[src/rtl/bit_serial_alu_ctrl_if.sv]
// Command/result bus between a requester and bit_serial_alu_ctrl.
//   master : drives start/cmd/a/b, observes ready/done/err/result/flags
//   slave  : the sequencer side
interface bit_serial_alu_ctrl_if #(
  parameter int unsigned WIDTH = 8
);
  logic             start;
  logic [2:0]       cmd;
  logic [WIDTH-1:0] a;
  logic [WIDTH-1:0] b;
  logic             ready;
  logic             done;
  logic             err;
  logic [WIDTH-1:0] result;
  logic             carry_out;
  logic             ovf;
  logic             parity;

  modport master (
    output start, cmd, a, b,
    input  ready, done, err, result, carry_out, ovf, parity
  );

  modport slave (
    input  start, cmd, a, b,
    output ready, done, err, result, carry_out, ovf, parity
  );
endinterface

[src/rtl/bit_serial_alu_ctrl.sv]
// Bit-serial sequencer around a 1-bit ALU slice. Accepts a WIDTH-bit operand
// pair and a command, presents one operand bit per clock (LSB first) to the
// slice, gathers the slice result bits and reports carry, signed overflow and
// even parity. The ripple carry is generated here; the slice returns only the
// per-bit result.
// Ports:
//   clk, rst          clock, synchronous active-high reset
//   bus (slave)       start/cmd/a/b in; ready/done/err/result/carry_out/ovf/parity out
//   slice_a, slice_b  current operand bits to the slice
//   slice_ainv/binv   invert controls, slice_cin carry-in, slice_op operation
//   slice_res         result bit returned by the slice
// Build option: define BIT_SERIAL_ALU_PARITY_EN to build the parity register;
// otherwise parity is tied low.
module bit_serial_alu_ctrl #(
  parameter int unsigned WIDTH = 8
) (
  input  logic                clk,
  input  logic                rst,
  bit_serial_alu_ctrl_if.slave bus,
  output logic                slice_a,
  output logic                slice_b,
  output logic                slice_ainv,
  output logic                slice_binv,
  output logic                slice_cin,
  output logic [1:0]          slice_op,
  input  logic                slice_res
);

  localparam int unsigned CNT_W = $clog2(WIDTH);
  localparam logic [CNT_W-1:0] CNT_LAST = CNT_W'(WIDTH - 1);

  typedef enum logic [1:0] {
    IDLE = 2'd0,
    RUN  = 2'd1,
    DONE = 2'd2
  } state_t;

  state_t           state_q;
  logic [WIDTH-1:0] a_sh;
  logic [WIDTH-1:0] b_sh;
  logic [WIDTH-2:0] res_sh;
  logic [CNT_W-1:0] cnt;
  logic             carry_q;
  logic             ainv_q;
  logic             binv_q;
  logic [1:0]       op_q;
  logic             done_q;
  logic             err_q;
  logic [WIDTH-1:0] result_q;
  logic             carry_out_q;
  logic             ovf_q;

  // Command decode: invert controls, slice op and initial carry
  logic       dec_legal;
  logic       dec_ainv;
  logic       dec_binv;
  logic [1:0] dec_op;
  logic       dec_cin;

  always_comb begin
    dec_legal = 1'b1;
    dec_ainv  = 1'b0;
    dec_binv  = 1'b0;
    dec_op    = 2'b00;
    dec_cin   = 1'b0;
    case (bus.cmd)
      3'b000: ;
      3'b001: dec_op = 2'b01;
      3'b010: dec_op = 2'b10;
      3'b011: begin
        dec_binv = 1'b1;
        dec_op   = 2'b10;
        dec_cin  = 1'b1;
      end
      3'b100: begin
        dec_ainv = 1'b1;
        dec_binv = 1'b1;
      end
      3'b101: begin
        dec_ainv = 1'b1;
        dec_binv = 1'b1;
        dec_op   = 2'b01;
      end
      default: dec_legal = 1'b0;
    endcase
  end

  // Ripple carry from the post-invert operand bits; slice supplies only the sum
  logic             a_bit;
  logic             b_bit;
  logic             carry_nxt;
  logic [WIDTH-1:0] res_nxt;
  logic             arith;

  assign a_bit     = a_sh[0] ^ ainv_q;
  assign b_bit     = b_sh[0] ^ binv_q;
  assign carry_nxt = (a_bit & b_bit) | (a_bit & carry_q) | (b_bit & carry_q);
  assign res_nxt   = {slice_res, res_sh};
  assign arith     = (op_q == 2'b10);

`ifdef BIT_SERIAL_ALU_PARITY_EN
  logic parity_q;
`endif

  // Sequencer state, shift registers and registered outputs
  always_ff @(posedge clk) begin
    if (rst) begin
      state_q     <= IDLE;
      a_sh        <= '0;
      b_sh        <= '0;
      res_sh      <= '0;
      cnt         <= '0;
      carry_q     <= 1'b0;
      ainv_q      <= 1'b0;
      binv_q      <= 1'b0;
      op_q        <= 2'b00;
      done_q      <= 1'b0;
      err_q       <= 1'b0;
      result_q    <= '0;
      carry_out_q <= 1'b0;
      ovf_q       <= 1'b0;
`ifdef BIT_SERIAL_ALU_PARITY_EN
      parity_q    <= 1'b0;
`endif
    end else begin
      done_q <= 1'b0;
      case (state_q)
        IDLE: begin
          if (bus.start) begin
            if (dec_legal) begin
              a_sh    <= bus.a;
              b_sh    <= bus.b;
              ainv_q  <= dec_ainv;
              binv_q  <= dec_binv;
              op_q    <= dec_op;
              carry_q <= dec_cin;
              cnt     <= '0;
              state_q <= RUN;
            end else begin
              done_q  <= 1'b1;
              err_q   <= 1'b1;
              state_q <= DONE;
            end
          end
        end
        RUN: begin
          a_sh    <= a_sh >> 1;
          b_sh    <= b_sh >> 1;
          res_sh  <= res_nxt[WIDTH-1:1];
          carry_q <= carry_nxt;
          cnt     <= cnt + CNT_W'(1);
          if (cnt == CNT_LAST) begin
            result_q    <= res_nxt;
            // carry_q here is the carry into the MSB
            carry_out_q <= arith & carry_nxt;
            ovf_q       <= arith & (carry_q ^ carry_nxt);
`ifdef BIT_SERIAL_ALU_PARITY_EN
            parity_q    <= ^res_nxt;
`endif
            done_q      <= 1'b1;
            state_q     <= DONE;
          end
        end
        DONE: begin
          err_q   <= 1'b0;
          state_q <= IDLE;
        end
        default: state_q <= IDLE;
      endcase
    end
  end

  // Slice drive is live only while running
  logic run;
  assign run        = (state_q == RUN);
  assign slice_a    = run & a_sh[0];
  assign slice_b    = run & b_sh[0];
  assign slice_ainv = run & ainv_q;
  assign slice_binv = run & binv_q;
  assign slice_cin  = run & carry_q;
  assign slice_op   = run ? op_q : 2'b00;

  assign bus.ready     = (state_q == IDLE);
  assign bus.done      = done_q;
  assign bus.err       = err_q;
  assign bus.result    = result_q;
  assign bus.carry_out = carry_out_q;
  assign bus.ovf       = ovf_q;
`ifdef BIT_SERIAL_ALU_PARITY_EN
  assign bus.parity    = parity_q;
`else
  assign bus.parity    = 1'b0;
`endif

endmodule

[src/flat_wrapper.sv]
// flat-port wrapper written by rule: the top's interface ports become plain ports
module bit_serial_alu_ctrl_flat 
#(
  parameter int unsigned WIDTH = 8
)
  (clk, rst, slice_a, slice_b, slice_ainv, slice_binv, slice_cin, slice_op, slice_res, bus_start, bus_cmd, bus_a, bus_b, bus_ready, bus_done, bus_err, bus_result, bus_carry_out, bus_ovf, bus_parity);
  bit_serial_alu_ctrl_if #(.WIDTH(WIDTH)) bus_i ();
  input  logic clk;
  input  logic rst;
  output logic slice_a;
  output logic slice_b;
  output logic slice_ainv;
  output logic slice_binv;
  output logic slice_cin;
  output logic [1:0] slice_op;
  input  logic slice_res;
  input wire logic [$bits(bus_i.start)-1:0] bus_start;
  input wire logic [$bits(bus_i.cmd)-1:0] bus_cmd;
  input wire logic [$bits(bus_i.a)-1:0] bus_a;
  input wire logic [$bits(bus_i.b)-1:0] bus_b;
  output wire logic [$bits(bus_i.ready)-1:0] bus_ready;
  output wire logic [$bits(bus_i.done)-1:0] bus_done;
  output wire logic [$bits(bus_i.err)-1:0] bus_err;
  output wire logic [$bits(bus_i.result)-1:0] bus_result;
  output wire logic [$bits(bus_i.carry_out)-1:0] bus_carry_out;
  output wire logic [$bits(bus_i.ovf)-1:0] bus_ovf;
  output wire logic [$bits(bus_i.parity)-1:0] bus_parity;
  assign bus_i.start = bus_start;
  assign bus_i.cmd = bus_cmd;
  assign bus_i.a = bus_a;
  assign bus_i.b = bus_b;
  assign bus_ready = bus_i.ready;
  assign bus_done = bus_i.done;
  assign bus_err = bus_i.err;
  assign bus_result = bus_i.result;
  assign bus_carry_out = bus_i.carry_out;
  assign bus_ovf = bus_i.ovf;
  assign bus_parity = bus_i.parity;
  bit_serial_alu_ctrl #(.WIDTH(WIDTH)) u_core (.clk(clk), .rst(rst), .bus(bus_i), .slice_a(slice_a), .slice_b(slice_b), .slice_ainv(slice_ainv), .slice_binv(slice_binv), .slice_cin(slice_cin), .slice_op(slice_op), .slice_res(slice_res));
endmodule
[config.mk]
export PLATFORM = sky130hd
export DESIGN_NAME = bit_serial_alu_ctrl_flat
export DESIGN_NICKNAME = d
export VERILOG_FILES = /design/src/rtl/bit_serial_alu_ctrl_if.sv /design/src/rtl/bit_serial_alu_ctrl.sv /design/src/flat_wrapper.sv
export SDC_FILE = /design/constraint.sdc
export NUM_CORES = 1
export LEC_CHECK = 0
export BUFFER_PORTS_ARGS = -buffer_cell sky130_fd_sc_hd__buf_4
export CORE_MARGIN = 2
export CORE_UTILIZATION = 30
export DETAILED_ROUTE_END_ITERATION = 6
export PLACE_DENSITY = 0.57
export SLEW_MARGIN = 15
export SYNTH_ARGS = -nofsm -noshare
export SYNTH_HDL_FRONTEND = slang
export SYNTH_SLANG_ARGS = --single-unit
[constraint.sdc]
create_clock -name clk -period 3 [get_ports clk]
set_clock_uncertainty 0.05 [all_clocks]
set_input_delay 0.3 -clock clk [delete_from_list [all_inputs] [get_ports clk]]
set_output_delay 0.3 -clock clk [all_outputs]
set_load 0.02 [all_outputs]
Word level (Yosys, flattened, before mapping)

Cells that the tools add are included.

Register bits: 45
Bits in latches: 0
RAM bits: 0
ROM bits: 0
Logic and storage cells: 86
Memories kept: 0

Add/subtract/negate cells: 1
$mul: 0
Div/mod/pow operators: 0
Magnitude comparators: 0
Equal/unequal tests: 13
Shift operators: 0
Muxes and demuxes: 29
Bitwise logic cells: 15
Reduce and logical (&&, ||, !) cells: 14

Operators with widths:

| kind                | number |
|---|---|
| $mux 8              | 4 |
| $pmux 8 s2          | 2 |
| $mux 1              | 11 |
| $and 1x1->1         | 10 |
| $eq 3x3->1 const B  | 3 |
| $reduce_and 3->1    | 3 |
| $mux 2              | 4 |
| $pmux 2 s2          | 2 |
| $eq 3x2->1 const B  | 2 |
| $mux 3              | 2 |
| $ne 2x2->1 const B  | 3 |
| $pmux 1 s2          | 3 |
| $pmux 3 s2          | 1 |
| $reduce_or 2->1     | 3 |
| $reduce_or 6->1     | 1 |
| $eq 2x2->1 const B  | 2 |
| $reduce_and 2->1    | 2 |
| $reduce_bool 2->1   | 2 |
| $add 3x1->3 const B | 1 |
| $eq 3x1->1 const B  | 1 |
| $logic_not 3->1     | 1 |
| $reduce_or 3->1     | 1 |
| $xor 1x1->1         | 3 |
| $eq 2x1->1 const B  | 1 |
| other kinds (3)     | 4 |

Longest topological paths before layout

Depth after elaboration: 6
Mapped depth: 6
Gate-level depth less buffers: 5

Worst setup path after synthesis

Ideal clock, no wire load.

Kind: register -> output
Start: register u_core.state_q[1]
End: output port slice_binv
Arrival time: 1.195 ns
Data required time: 2.650 ns
Slack: 1.455 ns
Stages on the path, launching flop included: 6
Path through: dfxtp_1 > buf_4 > nand2b_1 > buf_2 > clkbuf_1 > nor2_1

Longest elaborated chain between the ends: 2

Ends and longest elaborated chain:

| what                   | line                       | text |
|---|---|---|
| start, declared        | bit_serial_alu_ctrl.sv:38  | `state_t state_q;` |
| start signal, assigned | bit_serial_alu_ctrl.sv:108 | `state_q <= IDLE;` |
| start signal, assigned | bit_serial_alu_ctrl.sv:138 | `state_q <= RUN;` |
| start signal, assigned | bit_serial_alu_ctrl.sv:142 | `state_q <= DONE;` |
| $eq 2x1->1             | bit_serial_alu_ctrl.sv:175 | `assign run = (state_q == RUN);` |
| $and 1x1->1            | bit_serial_alu_ctrl.sv:179 | `assign slice_binv = run & binv_q;` |
| end, declared          | flat_wrapper.sv:13         | `output logic slice_binv;` |

No other way between the ends.

Worst setup path after layout

Ends and elaborated chain as after synthesis.

==> insert_results.sql <==
INSERT INTO impl_metrics (metric_group, metric, value, unit) VALUES
('finish', 'final_cells', '345', ''),
('synth', 'synth.net_count', '261', ''),
('power_and_ir_drop', 'power_density', '549', 'nW/µm²'),
('finish', 'diodes', '0', ''),
('routing', 'wl_per_cell', '11.6', 'µm'),
('cts', 'cts.repair.resized', '0', ''),
('synth', 'post_synth_num_cell_types', '33', ''),
('synth', 'synth_seq_cells', '45', ''),
('routing', 'post_drt_via_cell_ratio', '4.66', ''),
('global_routing', 'first_global_vias', '1446', ''),
('floorplan', 'die_area', '7020', 'µm²'),
('global_routing', 'grt_max_degree', '47', ''),
('placement', 'place.detailed.instances', '337', ''),
('floorplan', 'effective_utilization_at_floorplan', '0.306', ''),
('floorplan', 'chipWidth', '83.8', 'µm'),
('global_routing', 'grt_first_pass_wirelength', '6800', 'µm'),
('routing', 'wirelength', '4020', 'µm'),
('cts', 'cts_made_buffers', '5', ''),
('sta', 'setup-tns-final', '0', 'ns'),
('run', 'max_cap_violations', '0', ''),
('floorplan', 'core_area', '6240', 'µm²'),
('synth', 'netlist_instances', '236', ''),
('routing', 'dr_total_vias', '1608', ''),
('critical_path', 'worst-setup-path-type', 'reg -> out', ''),
('power_and_ir_drop', 'power.static_leakage', '0.944', 'nW'),
('power_and_ir_drop', 'total_power', '1.29', 'mW'),
('sta', 'timing_hold_violations_final', '0', ''),
('sta', 'max_freq', '447', 'MHz'),
('finish', 'utilization', '0.378', ''),
('routing', 'route.detailed.drc', '0', ''),
('power_and_ir_drop', 'irDropWorstVdd', '0.228', 'mV'),
('finish', 'fraction_of_final_layout_cells_sized_beyond_drive_strength_1', '0.213', ''),
('sta', 'grt_setup_unrepaired', 'false', ''),
('critical_path', 'worst-endpoint-required', '2.65', 'ns'),
('cts', 'clk-insertion-delay-late', '0.29', 'ns'),
('synth', 'synth_seq_area_share', '0.472', ''),
('cts', 'post_cts_repair_setup_buffers', '0', ''),
('cts', 'worst_setup_hold_path_clk_slew', '0.09', 'ns'),
('cts', 'cts_max_level', '2', ''),
('routing', 'first_iter_violations', '150', ''),
('cts', 'cts.hold.buffers_added', '0', ''),
('placement', 'place.gp.congestion', '0.742', ''),
('finish', 'nets', '292', ''),
('critical_path', 'timing.critical_path.arrival', '1.89', 'ns'),
('routing', 'residual_antenna_violating_net_count_after_detailed_routing', '0', ''),
('hold_path', 'min-delay-path-class', 'in -> reg', ''),
('global_routing', 'grt_antenna_before_repair', '0', ''),
('finish', 'layout_commonest_cell', 'sky130_fd_sc_hd__nand2_1', ''),
('sta', 'timing.final.crit_period', '2.24', 'ns'),
('critical_path', 'setup.worst_path.start_class', 'flop', ''),
('cts', 'cts_tree', 'built', ''),
('sta', 'setup_viol', '0', ''),
('cts', 'cts.sink_count', '45', ''),
('sta', 'final.period_utilization', '0.746', ''),
('cts', 'ctsLongestPathBuffers', '2', ''),
('status', 'outcome', 'complete, no violations', ''),
('finish', 'most-common-layout-cells', 'sky130_fd_sc_hd__nand2_1, sky130_fd_sc_hd__dfxtp_1, sky130_fd_sc_hd__buf_4', ''),
('cts', 'clock_tree.root_cell', 'sky130_fd_sc_hd__clkbuf_8', ''),
('finish', 'syn_to_final_growth', '23.4', '%'),
('routing', 'drt_pre_antenna_iters', '4', ''),
('synth', 'syn-cell-area', '1910', 'µm²'),
('synth', 'synthesis.area_per_instance', '8.09', 'µm²'),
('placement', 'io_buffer_count', '42', ''),
('global_routing', 'grt_overflow', '0', ''),
('floorplan', 'fp-row-count', '29', ''),
('critical_path', 'critical_path.max_fanout', '26', ''),
('floorplan', 'boundaryPins', '44', ''),
('sta', 'worst_slew_pin_slew', '0.949', 'ns'),
('sta', 'final-max-slew-violation-count', '0', ''),
('synth', 'ys_warn_count', '0', ''),
('critical_path', 'worstSetupEndpointType', 'output port', ''),
('sta', 'max_slew_margin', '0.368', ''),
('placement', 'dp_hpwl', '2670', 'µm'),
('floorplan', 'die_h', '83.8', 'µm'),
('global_routing', 'grt_util_all_layers', '0.117', '');
-- critical path, cell delays in order, from the launching register on --
cell and delay (ns):
sky130_fd_sc_hd__dfxtp_1 0.52, sky130_fd_sc_hd__nand2b_1 0.79, sky130_fd_sc_hd__nor2_1 0.08, sky130_fd_sc_hd__buf_4 0.19
-- cell type report --
type | instances | area (µm²)
Clock buffer | 5 | 68.8
Fill cell | 669 | 3880
Sequential cell | 45 | 901
Multi-Input combinational cell | 169 | 912
Clock inverter | 3 | 43.8
Tap cell | 77 | 96.3
Timing Repair Buffer | 43 | 323
Inverter | 3 | 11.3
-- cells in the mapped netlist --
master	count	area, µm²
sky130_fd_sc_hd__o41ai_1	1	8.76
sky130_fd_sc_hd__o311a_1	1	10.0
sky130_fd_sc_hd__a21oi_1	22	110
sky130_fd_sc_hd__conb_1	1	3.75
sky130_fd_sc_hd__and2_0	2	12.5
sky130_fd_sc_hd__nand3b_1	1	7.51
sky130_fd_sc_hd__buf_1	1	3.75
sky130_fd_sc_hd__a31oi_1	2	12.5
sky130_fd_sc_hd__buf_4	2	15.0
sky130_fd_sc_hd__nand3b_2	1	11.3
sky130_fd_sc_hd__a311oi_1	14	123
sky130_fd_sc_hd__and2_1	7	43.8
sky130_fd_sc_hd__clkbuf_1	11	41.3
sky130_fd_sc_hd__inv_1	3	11.3
sky130_fd_sc_hd__buf_2	5	25.0
sky130_fd_sc_hd__nand4b_1	1	8.76
sky130_fd_sc_hd__or3b_2	2	17.5
sky130_fd_sc_hd__nor3_1	3	15.0
sky130_fd_sc_hd__mux2i_1	3	30.0
sky130_fd_sc_hd__a2111oi_0	1	8.76
sky130_fd_sc_hd__a21bo_2	1	10.0
sky130_fd_sc_hd__nor2_1	23	86.3
sky130_fd_sc_hd__dfxtp_1	45	901
sky130_fd_sc_hd__a21oi_4	1	16.3
sky130_fd_sc_hd__a22oi_1	1	7.51
sky130_fd_sc_hd__nor2b_2	1	8.76
sky130_fd_sc_hd__a211oi_1	3	22.5
sky130_fd_sc_hd__nand2b_1	5	31.3
sky130_fd_sc_hd__nand2_1	65	244
sky130_fd_sc_hd__nor2b_1	2	12.5
sky130_fd_sc_hd__ha_1	2	25.0
sky130_fd_sc_hd__or4_1	1	7.51
sky130_fd_sc_hd__xor2_1	2	17.5
-- flip-flops by register name, summed over array words and instances (netlist names) --
| signal | cells |
|---|---|
| u_core.a_sh | 8 |
| u_core.ainv_q | 1 |
| u_core.b_sh | 8 |
| u_core.binv_q | 1 |
| u_core.bus.carry_out | 1 |
| u_core.bus.done | 1 |
| u_core.bus.err | 1 |
| u_core.bus.ovf | 1 |
| u_core.bus.result | 8 |
| u_core.carry_q | 1 |
| u_core.cnt | 3 |
| u_core.op_q | 2 |
| u_core.res_sh | 7 |
| u_core.state_q | 2 |
-- power by group --
part           switching, mW  internal [mW]  total [mW]
combinational          0.104         0.0745       0.178
clock                  0.213          0.250       0.462
sequential            0.0214          0.631       0.652
-- metal layers --
metal / track usage / routed length (µm)
met5: 0 / 0
met4: 0.0396 / 48
met3: 0.0425 / 267
met2: 0.175 / 1670
met1: 0.155 / 2040
-- through the flow --
step	setup WS, ns	area (µm²)	hold slack (ns)
floorplan	1.46	1910	0.382
global placement	1.13	2240	0.396
detailed placement	1.05	2240	0.397
CTS	0.719	2360	0.191
global route	0.616	2360	0.196
finish	0.761	2360	0.197
-- path summary, 6_finish.rpt --
path                                                         from                                 to  slack (ns)  cells after the start
worst max register to register     u_core.state_q[1]$_SDFFE_PP0P_        u_core.carry_q$_SDFFE_PP0P_        1.03                      4
worst min register to register  u_core.bus.carry_out$_SDFFE_PP0P_  u_core.bus.carry_out$_SDFFE_PP0P_        0.41                      2
worst min-delay path                                    slice_res  u_core.bus.result[7]$_SDFFE_PP0P_        0.20                      3
worst max-delay path               u_core.state_q[1]$_SDFFE_PP0P_                         slice_binv        0.76                      3
-- logic make-up (layout without fill, tap and decap cells) --
family | Yosys count | in the layout | synth area share
simple gates | 114 | 114 | 0.265
compound gates | 47 | 47 | 0.172
flops | 45 | 45 | 0.472
buf+inv | 22 | 54 | 0.0505
mux | 3 | 3 | 0.0157
fa+ha+maj | 2 | 2 | 0.0131
xor+xnor | 2 | 2 | 0.00918
other cells | 1 | 1 | 0.00196
No activity file was read; power rests on OpenSTA's default activity.
